File: src/rtl/reaction_timer_rounds.sv
// Multi-round reaction timer: random pre-stimulus delay, per-round reaction time
// in ms, session best and truncated average, false-start and timeout detection.
module reaction_timer_rounds #(
  parameter int unsigned MS_TICKS     = 100000,
  parameter int unsigned MIN_DELAY_MS = 2000,
  parameter int unsigned RAND_W       = 10,
  parameter int unsigned TIMEOUT_MS   = 1000,
  parameter int unsigned ROUNDS       = 4,
  parameter int unsigned RESULT_W     = 14
) (
  input  logic                clk,
  input  logic                reset,
  input  logic                start,
  input  logic                stop,
  input  logic [RAND_W-1:0]   rand_in,
  output logic                led,
  output logic [RESULT_W-1:0] result_ms,
  output logic [RESULT_W-1:0] best_ms,
  output logic [4:0]          round_idx,
  output logic [2:0]          status,
  output logic                result_valid
);

  localparam int unsigned PRESC_W = (MS_TICKS > 1) ? $clog2(MS_TICKS) : 1;
  localparam int unsigned SUM_W   = RESULT_W + 4;
  localparam int unsigned AVG_SH  = (ROUNDS > 1) ? $clog2(ROUNDS) : 0;
  localparam int unsigned FALSE_CODE = 9999;

  typedef enum logic [2:0] {
    S_IDLE    = 3'd0,
    S_WAIT    = 3'd1,
    S_REACT   = 3'd2,
    S_ROUND   = 3'd3,
    S_AVG     = 3'd4,
    S_FALSE   = 3'd5,
    S_TIMEOUT = 3'd6
  } state_e;

  state_e                state_q, state_d;
  logic                  start_s_q, start_p_q, stop_s_q, stop_p_q;
  logic [PRESC_W-1:0]    presc_q, presc_d;
  logic [RESULT_W-1:0]   ms_q, ms_d;
  logic [RESULT_W-1:0]   delay_q, delay_d;
  logic [RESULT_W-1:0]   last_q, last_d;
  logic [SUM_W-1:0]      sum_q, sum_d;
  logic [RESULT_W-1:0]   best_q, best_d;
  logic [4:0]            round_q, round_d;
  logic                  led_q, led_d;
  logic [RESULT_W-1:0]   res_q, res_d;
  logic                  valid_q, valid_d;

  logic start_e, stop_e, ms_tick, enter_cnt;
  logic [RESULT_W-1:0] new_delay;

  assign start_e   = start_s_q & ~start_p_q;
  assign stop_e    = stop_s_q & ~stop_p_q;
  assign ms_tick   = (presc_q == PRESC_W'(MS_TICKS - 1));
  assign new_delay = RESULT_W'(MIN_DELAY_MS) + RESULT_W'(rand_in);

  // Next-state, session bookkeeping, ms timebase and registered-output values
  always_comb begin
    state_d = state_q;
    delay_d = delay_q;
    last_d  = last_q;
    sum_d   = sum_q;
    best_d  = best_q;
    round_d = round_q;
    valid_d = 1'b0;

    unique case (state_q)
      S_IDLE: begin
        if (start_e) begin
          sum_d   = '0;
          round_d = '0;
          best_d  = '1;
          delay_d = new_delay;
          state_d = S_WAIT;
        end
      end
      S_WAIT: begin
        if (stop_e)                state_d = S_FALSE;
        else if (ms_q == delay_q)  state_d = S_REACT;
      end
      S_REACT: begin
        if (stop_e) begin
          last_d  = ms_q;
          sum_d   = sum_q + SUM_W'(ms_q);
          best_d  = (ms_q < best_q) ? ms_q : best_q;
          round_d = round_q + 5'd1;
          valid_d = 1'b1;
          state_d = S_ROUND;
        end else if (ms_q == RESULT_W'(TIMEOUT_MS)) begin
          state_d = S_TIMEOUT;
        end
      end
      S_ROUND: begin
        if (start_e) begin
          if (round_q < 5'(ROUNDS)) begin
            delay_d = new_delay;
            state_d = S_WAIT;
          end else begin
            state_d = S_AVG;
          end
        end
      end
      S_AVG, S_FALSE, S_TIMEOUT: begin
        if (start_e) state_d = S_IDLE;
      end
      default: state_d = S_IDLE;
    endcase

    // Timebase restarts on every entry to WAIT or REACT so the first ms is full length
    enter_cnt = (state_d != state_q) && ((state_d == S_WAIT) || (state_d == S_REACT));
    if (enter_cnt) begin
      presc_d = '0;
      ms_d    = '0;
    end else begin
      presc_d = ms_tick ? '0 : presc_q + 1'b1;
      ms_d    = (ms_tick && (ms_q != '1)) ? ms_q + 1'b1 : ms_q;
    end

    led_d = (state_d == S_REACT);
    unique case (state_d)
      S_REACT:   res_d = ms_d;
      S_ROUND:   res_d = last_d;
      S_AVG:     res_d = RESULT_W'(sum_d >> AVG_SH);
      S_FALSE:   res_d = RESULT_W'(FALSE_CODE);
      S_TIMEOUT: res_d = RESULT_W'(TIMEOUT_MS);
      default:   res_d = '0;
    endcase
  end

  // State and datapath registers; button sync resets to "pressed" so a held button cannot fire
  always_ff @(posedge clk) begin
    if (reset) begin
      state_q   <= S_IDLE;
      start_s_q <= 1'b1;
      start_p_q <= 1'b1;
      stop_s_q  <= 1'b1;
      stop_p_q  <= 1'b1;
      presc_q   <= '0;
      ms_q      <= '0;
      delay_q   <= '0;
      last_q    <= '0;
      sum_q     <= '0;
      best_q    <= '1;
      round_q   <= '0;
      led_q     <= 1'b0;
      res_q     <= '0;
      valid_q   <= 1'b0;
    end else begin
      state_q   <= state_d;
      start_s_q <= start;
      start_p_q <= start_s_q;
      stop_s_q  <= stop;
      stop_p_q  <= stop_s_q;
      presc_q   <= presc_d;
      ms_q      <= ms_d;
      delay_q   <= delay_d;
      last_q    <= last_d;
      sum_q     <= sum_d;
      best_q    <= best_d;
      round_q   <= round_d;
      led_q     <= led_d;
      res_q     <= res_d;
      valid_q   <= valid_d;
    end
  end

  assign led          = led_q;
  assign result_ms    = res_q;
  assign best_ms      = best_q;
  assign round_idx    = round_q;
  assign status       = state_q;
  assign result_valid = valid_q;

endmodule
File: config.mk
export PLATFORM = sky130hd
export DESIGN_NAME = reaction_timer_rounds
export DESIGN_NICKNAME = d
export VERILOG_FILES = /design/src/rtl/reaction_timer_rounds.sv
export SDC_FILE = /design/constraint.sdc
export NUM_CORES = 1
export LEC_CHECK = 0
export ABC_AREA = 1
export BUFFER_PORTS_ARGS = -buffer_cell sky130_fd_sc_hd__buf_2
export CAP_MARGIN = 40
export CORE_ASPECT_RATIO = 0.75
export CORE_MARGIN = 5
export CORE_UTILIZATION = 50
export DETAILED_ROUTE_END_ITERATION = 10
export GPL_TIMING_DRIVEN = 0
export HOLD_SLACK_MARGIN = 0.02
export PLACE_DENSITY = 0.68
export SETUP_SLACK_MARGIN = 0.1
export SYNTH_ARGS = -nofsm -noshare
export SYNTH_HDL_FRONTEND = slang
export SYNTH_SLANG_ARGS = --single-unit
File: constraint.sdc
create_clock -name clk -period 2.3 [get_ports clk]
set_clock_uncertainty 0.15 [all_clocks]
set_input_delay 0.115 -clock clk [delete_from_list [all_inputs] [get_ports clk]]
set_output_delay 0.115 -clock clk [all_outputs]
set_load 0.05 [all_outputs]
==> After elaboration in Yosys (flattened, before gate mapping) <==
Cells that the tools add are included.
{ "classes": {"n_mux": 29, "n_eq_ne": 22, "reduce_logical": 12, "order_cmp": 2, "add_sub_neg": 5, "bitwise": 5} }
{ "op_table": {"columns": ["op", "count"], "rows": [
  ["$mux W14", 10],
  ["$pmux W14 S5", 1],
  ["$pmux W14 S2", 2],
  ["$mux W18", 2],
  ["$pmux W18 S2", 1],
  ["$mux W3", 8],
  ["$add A18 B14 Y18", 1],
  ["$eq A3 B3 Y1 const B", 6],
  ["$add A17 B1 Y17 const B", 1],
  ["$eq A17 B17 Y1 const B", 1],
  ["$pmux W3 S5", 1],
  ["$add A14 B1 Y14 const B", 1],
  ["$eq A14 B10 Y1 const B", 1],
  ["$eq A14 B14 Y1", 1],
  ["$lt A14 B14 Y1", 1],
  ["$ne A14 B14 Y1 const B", 1],
  ["$add A11 B10 Y12 const A", 1],
  ["$eq A3 B2 Y1 const B", 4],
  ["$mux W5", 2],
  ["$ne A2 B2 Y1 const B", 5],
  ["$pmux W5 S2", 1],
  ["$reduce_and A4 Y1", 2],
  ["$eq A3 B1 Y1 const B", 2],
  ["$reduce_or A3 Y1", 2],
  ["12 further kinds", 17]
]} }
{ "word_totals": {"inputBits": 14, "regBits": 119} }

==> Logic depth before layout (Yosys ltp) <==
{ "depth": {"ltp_word": 9, "ltp_mapped": 16, "ltp_nobuf": 15} }

==> Worst setup path after synthesis <==
OpenSTA, ideal clock, no wires.
{ "synth_path": {"path_type": "reg2reg", "from": "register best_q[5], in the netlist best_ms[5]", "to": "register best_q[10], in the netlist best_ms[10]", "setup_time_ps": 138, "required_time_ps": 2012, "slack_ps": -75, "n_path_buf": 1, "stages_incl_launch_ff": 11, "arrival_ps": 2087, "path_cell_list": "dfxtp_1 > inv_1 > ha_1 > nand4_1 > o221ai_1 > nand3_1 > nand2_1 > o21ai_0 > nand2_1 > clkbuf_1 > o211ai_1"} }
{ "synth_via": {"elab_chain_cells": 3} }
{ "synth_rtl": {"columns": ["element", "line_no", "text"], "rows": [
  ["start, declared", "46", "logic [RESULT_W-1:0] best_q, best_d;"],
  ["start signal, assigned", "162", "best_q <= best_d;"],
  ["$lt A14 B14 Y1", "88", "best_d = (ms_q < best_q) ? ms_q : best_q;"],
  ["$ne A2 B2 Y1 (no line)", null, null],
  ["$reduce_and A4 Y1 (no line)", null, null]
]} }
Every way passes these cells.
A chain may end at the register's enable or synchronous reset.

==> Worst setup path in the final report <==
{ "layout_path": {"from": "register ms_q[0]", "to": "register res_q[11], in the netlist result_ms[11]"} }
{ "layout_via": {"elab_chain_cells": 9} }
{ "layout_rtl": {"columns": ["element", "line_no", "text"], "rows": [
  ["start, declared", "42", "logic [RESULT_W-1:0] ms_q, ms_d;"],
  ["start signal, assigned", "158", "ms_q <= ms_d;"],
  ["$eq A14 B10 Y1 or $eq A14 B14 Y1 (tied branches)", "92, 82", null],
  ["$mux W3, on equally long branches", "92, 82", null],
  ["$mux W3, on equally long branches", "85, 81", null],
  ["$pmux W3 S5", "70", "unique case (state_q)"],
  ["$eq A3 B1 Y1 or $eq A3 B2 Y1 (tied branches)", "113, 123", null],
  ["$logic_or A1 B1 Y1", "113", "enter_cnt = (state_d != state_q) && ((state_d == S_WAIT) || (state_d == S_REACT));"],
  ["$logic_and A1 B1 Y1", "113", null],
  ["$mux W14", "114", "if (enter_cnt) begin"],
  ["$pmux W14 S5 (*)", "123", "unique case (state_d)"],
  ["end signal, assigned", "165", "res_q <= res_d;"],
  ["end, declared", "49", "logic [RESULT_W-1:0] res_q, res_d;"]
]} }
Every way passes the cells marked *; elsewhere a longest branch is shown, timed or not. The select of a mux whose other input is x is not followed.

==> impl_metrics.toml <==
[status]
status = "complete, but fails checks"
violations = "setup timing"

[worst_setup_path]
timing.rr.end = "result_ms[11]$_SDFF_PP0_"
cp_slowest_stage_delay_ps = 490
critPathBufInv = 2
crit_top_cell = "nor2_1"
worstSetupStartpoint = "ms_q[0]$_SDFF_PP0_"
path_cells = "clkinvlp_4 > buf_6 > nor3_1 > nand3_1 > xor2_1 > nand2_1 > o21ai_2 > nor2_1 > nor2_1 > nor2_1"
r2r_setup_slack_ps = -120
endpoint = "result_ms[11]$_SDFF_PP0_"
worstSetupPathDepth = 10
cp_slowest_cell = "nor3_1"
r2r_cells = 10
cp_data_required_time_ps = 2450
critPathKind = "reg2reg"
worstSetupStartpointType = "flop"
end_kind = "flop"
r2r_start = "ms_q[0]$_SDFF_PP0_"
critPathTopFamily = "simple AND/OR/NAND/NOR gates"
cp_max_fo = 5
cp.arrival_ps = 2560

[die]
num_rows = 36
start_util_pct = 50.83
die_width_um = 142.6
core_region_area_um2 = 12970
io_pins = 52
die_area_um2 = 15610
die_y_um = 109.5

[cells_and_area]
antennaDiodeCount = 0
nNetsFinal = 1158
nFillCells = 1030
area_delta_synth_final_pct = 39.47
fin_area_um2 = 9196
mostFrequentLayoutCell = "nand2_1"
final_cells = 1295
layout-drive-gt1-share_pct = 30.87
final_cell_mix = "203 x nand2_1, 123 x nor2_1, 104 x inv_1, 85 x dfxtp_1, 51 x buf_2"
final_util_pct = 70.89

[logic_synthesis]
yosysTopAreaCell = "dfxtp_1"
avgSynthCellArea_um2 = 6.735
netlist_instances = 979
seq_area_frac_synth_pct = 34.91
yosysWarnings = 0
synth_top_area_share_pct = 34.91
ys_seq_elements = 115
synth_cell_type_count = 42
synthTopCellsByArea = "dfxtp_1 35%, nand2_1 13%, nor2_1 8.9%"
synth_area_um2 = 6594
synth_nets = 1026

[route]
ant_nets = 0
wl_per_cell_um = 17.12
drc = 0
vias = 7135
drt_iter0_drc = 759
dr.pass1.iters = 5
vias_per_cell = 5.510
routed_wl_mm = 22.17

[sta]
max-slew-margin-rel_pct = 49.45
fin_crit_sh_pct = 105.1
worst_slack_ps = -116.4
max_freq_ghz = 0.4138
period_needed_ps = 2416
fin_setup_tns_ps = -882.4
finalMaxSlewViolations = 0
whs_ps = 142.8
finalHoldViolCount = 0
finalSetupViolations = 27
rsz0062_at_grt = "true"
tightest_slew_ps = 758.2

[global_routing]
grt_use_total_pct = 27.71
grt-ovfl-total = 0
grt_pass1_vias = 6385
antenna_found_initial = 0
grt_max_degree = 17
grt_pass1_wl_mm = 33.39

[clock_network]
path_clk_slew_ps = 60
clock-sinks = 115
cts.path.max_buffers = 2
cts_tree = "built"
cts_buffers = 17
insertion_delay_ps = 420
root_buffer = "clkbuf_16"
cts_htree_levels = 4

[power_and_ir_drop]
p_total_mw = 5.366
powerDensity_nw_per_um2 = 583.5
vdd_drop_max_v = 0.0004880
total_leakage_power_nw = 4.056

[hold_path]
hold_class = "in2reg"

[placed_design]
place_inst = 1200
dp_hpwl_mm = 14.44
dpl_worst_slack_ps = -509.3
post_dp_cell_area_um2 = 7078
io_buffer_count = 50
gp_congestion = 0.9997

[job]
max_cap_violations = 0
==> Yosys cell counts, drive strengths merged <==
cell	number
a211oi	1
a21boi	6
a21o	1
a21oi	55
and3	1
buf	7
clkbuf	18
dfxtp	115
fa	1
ha	32
inv	123
nand2	234
nand3	60
nand3b	1
nand4	20
nor2	172
nor3	11
nor3b	1
nor4	4
o211ai	18
o21a	2
o21ai	57
o21bai	1
o221ai	1
o31ai	1
or2	7
xnor2	3
xor2	26
==> registers in the layout (all words and copies together) (netlist names) <==
register / flops
ms_q: 14
best_ms: 14
result_valid: 1
last_q: 14
presc_q: 17
start_s_q: 1
delay_q: 12
round_idx: 5
result_ms: 14
status: 3
stop_s_q: 1
stop_p_q: 1
start_p_q: 1
led: 1
sum_q: 16
==> report_power, final <==
group / switching [mW] / internal (mW)
logic: 0.332 / 0.181
registers: 0.0302 / 2.01
clock network: 1.07 / 1.73
total: 1.44 / 3.93
==> worst min-delay path by stage <==
stage	from	end	slack, ps	cells past startpoint
finish	reset	result_valid$_SDFF_PP0_	140	2
global route	reset	result_valid$_SDFF_PP0_	160	2
CTS	reset	result_valid$_SDFF_PP0_	80	2
detailed placement	start	start_s_q$_SDFF_PP1_	150	2
global placement	start	start_s_q$_SDFF_PP1_	150	2
floorplan	rand_in[4]	delay_q[4]$_SDFFE_PP0P_	60	1
==> cell families after synthesis <==
group / Yosys count / synth area share, %
buf+inv: 148 / 8.899
simple gates: 511 / 33.85
flops: 115 / 34.91
compound gates: 143 / 12.11
xor+xnor: 29 / 3.852
fa+ha+maj: 33 / 6.376
==> per-layer routing <==
metal / vias up / track usage (%) / share of wire, %
met5: - / 0 / 0
li1: 3426 / - / -
met2: 350 / 42.63 / 44
met1: 3304 / 39.35 / 43
met4: 0 / 8.955 / 2.8
met3: 55 / 5.130 / 10
==> area by class of cell <==
cell class,instances,area (um^2),share of cell area (%)
timing repair buffer,113,883.3,9.605
clock buffer,17,425.4,4.626
clock inverter,15,193.9,2.109
tap,171,214.0,2.327
sequential,115,2380,25.88
inverter,123,474.2,5.156
multi-input combinational,716,4439,48.27
buffer,25,186.4,2.027
==> timing repair <==
item                       in CTS  in global routing
buffers inserted               34                  8
pin swaps                      35                 18
gates cloned                    4                  2
hold endpoints to repair       13                  0
hold buffers                   15                  0
resized for setup             182                 73
setup endpoints to repair      69                 60
Power figures use the tool's default switching activity.
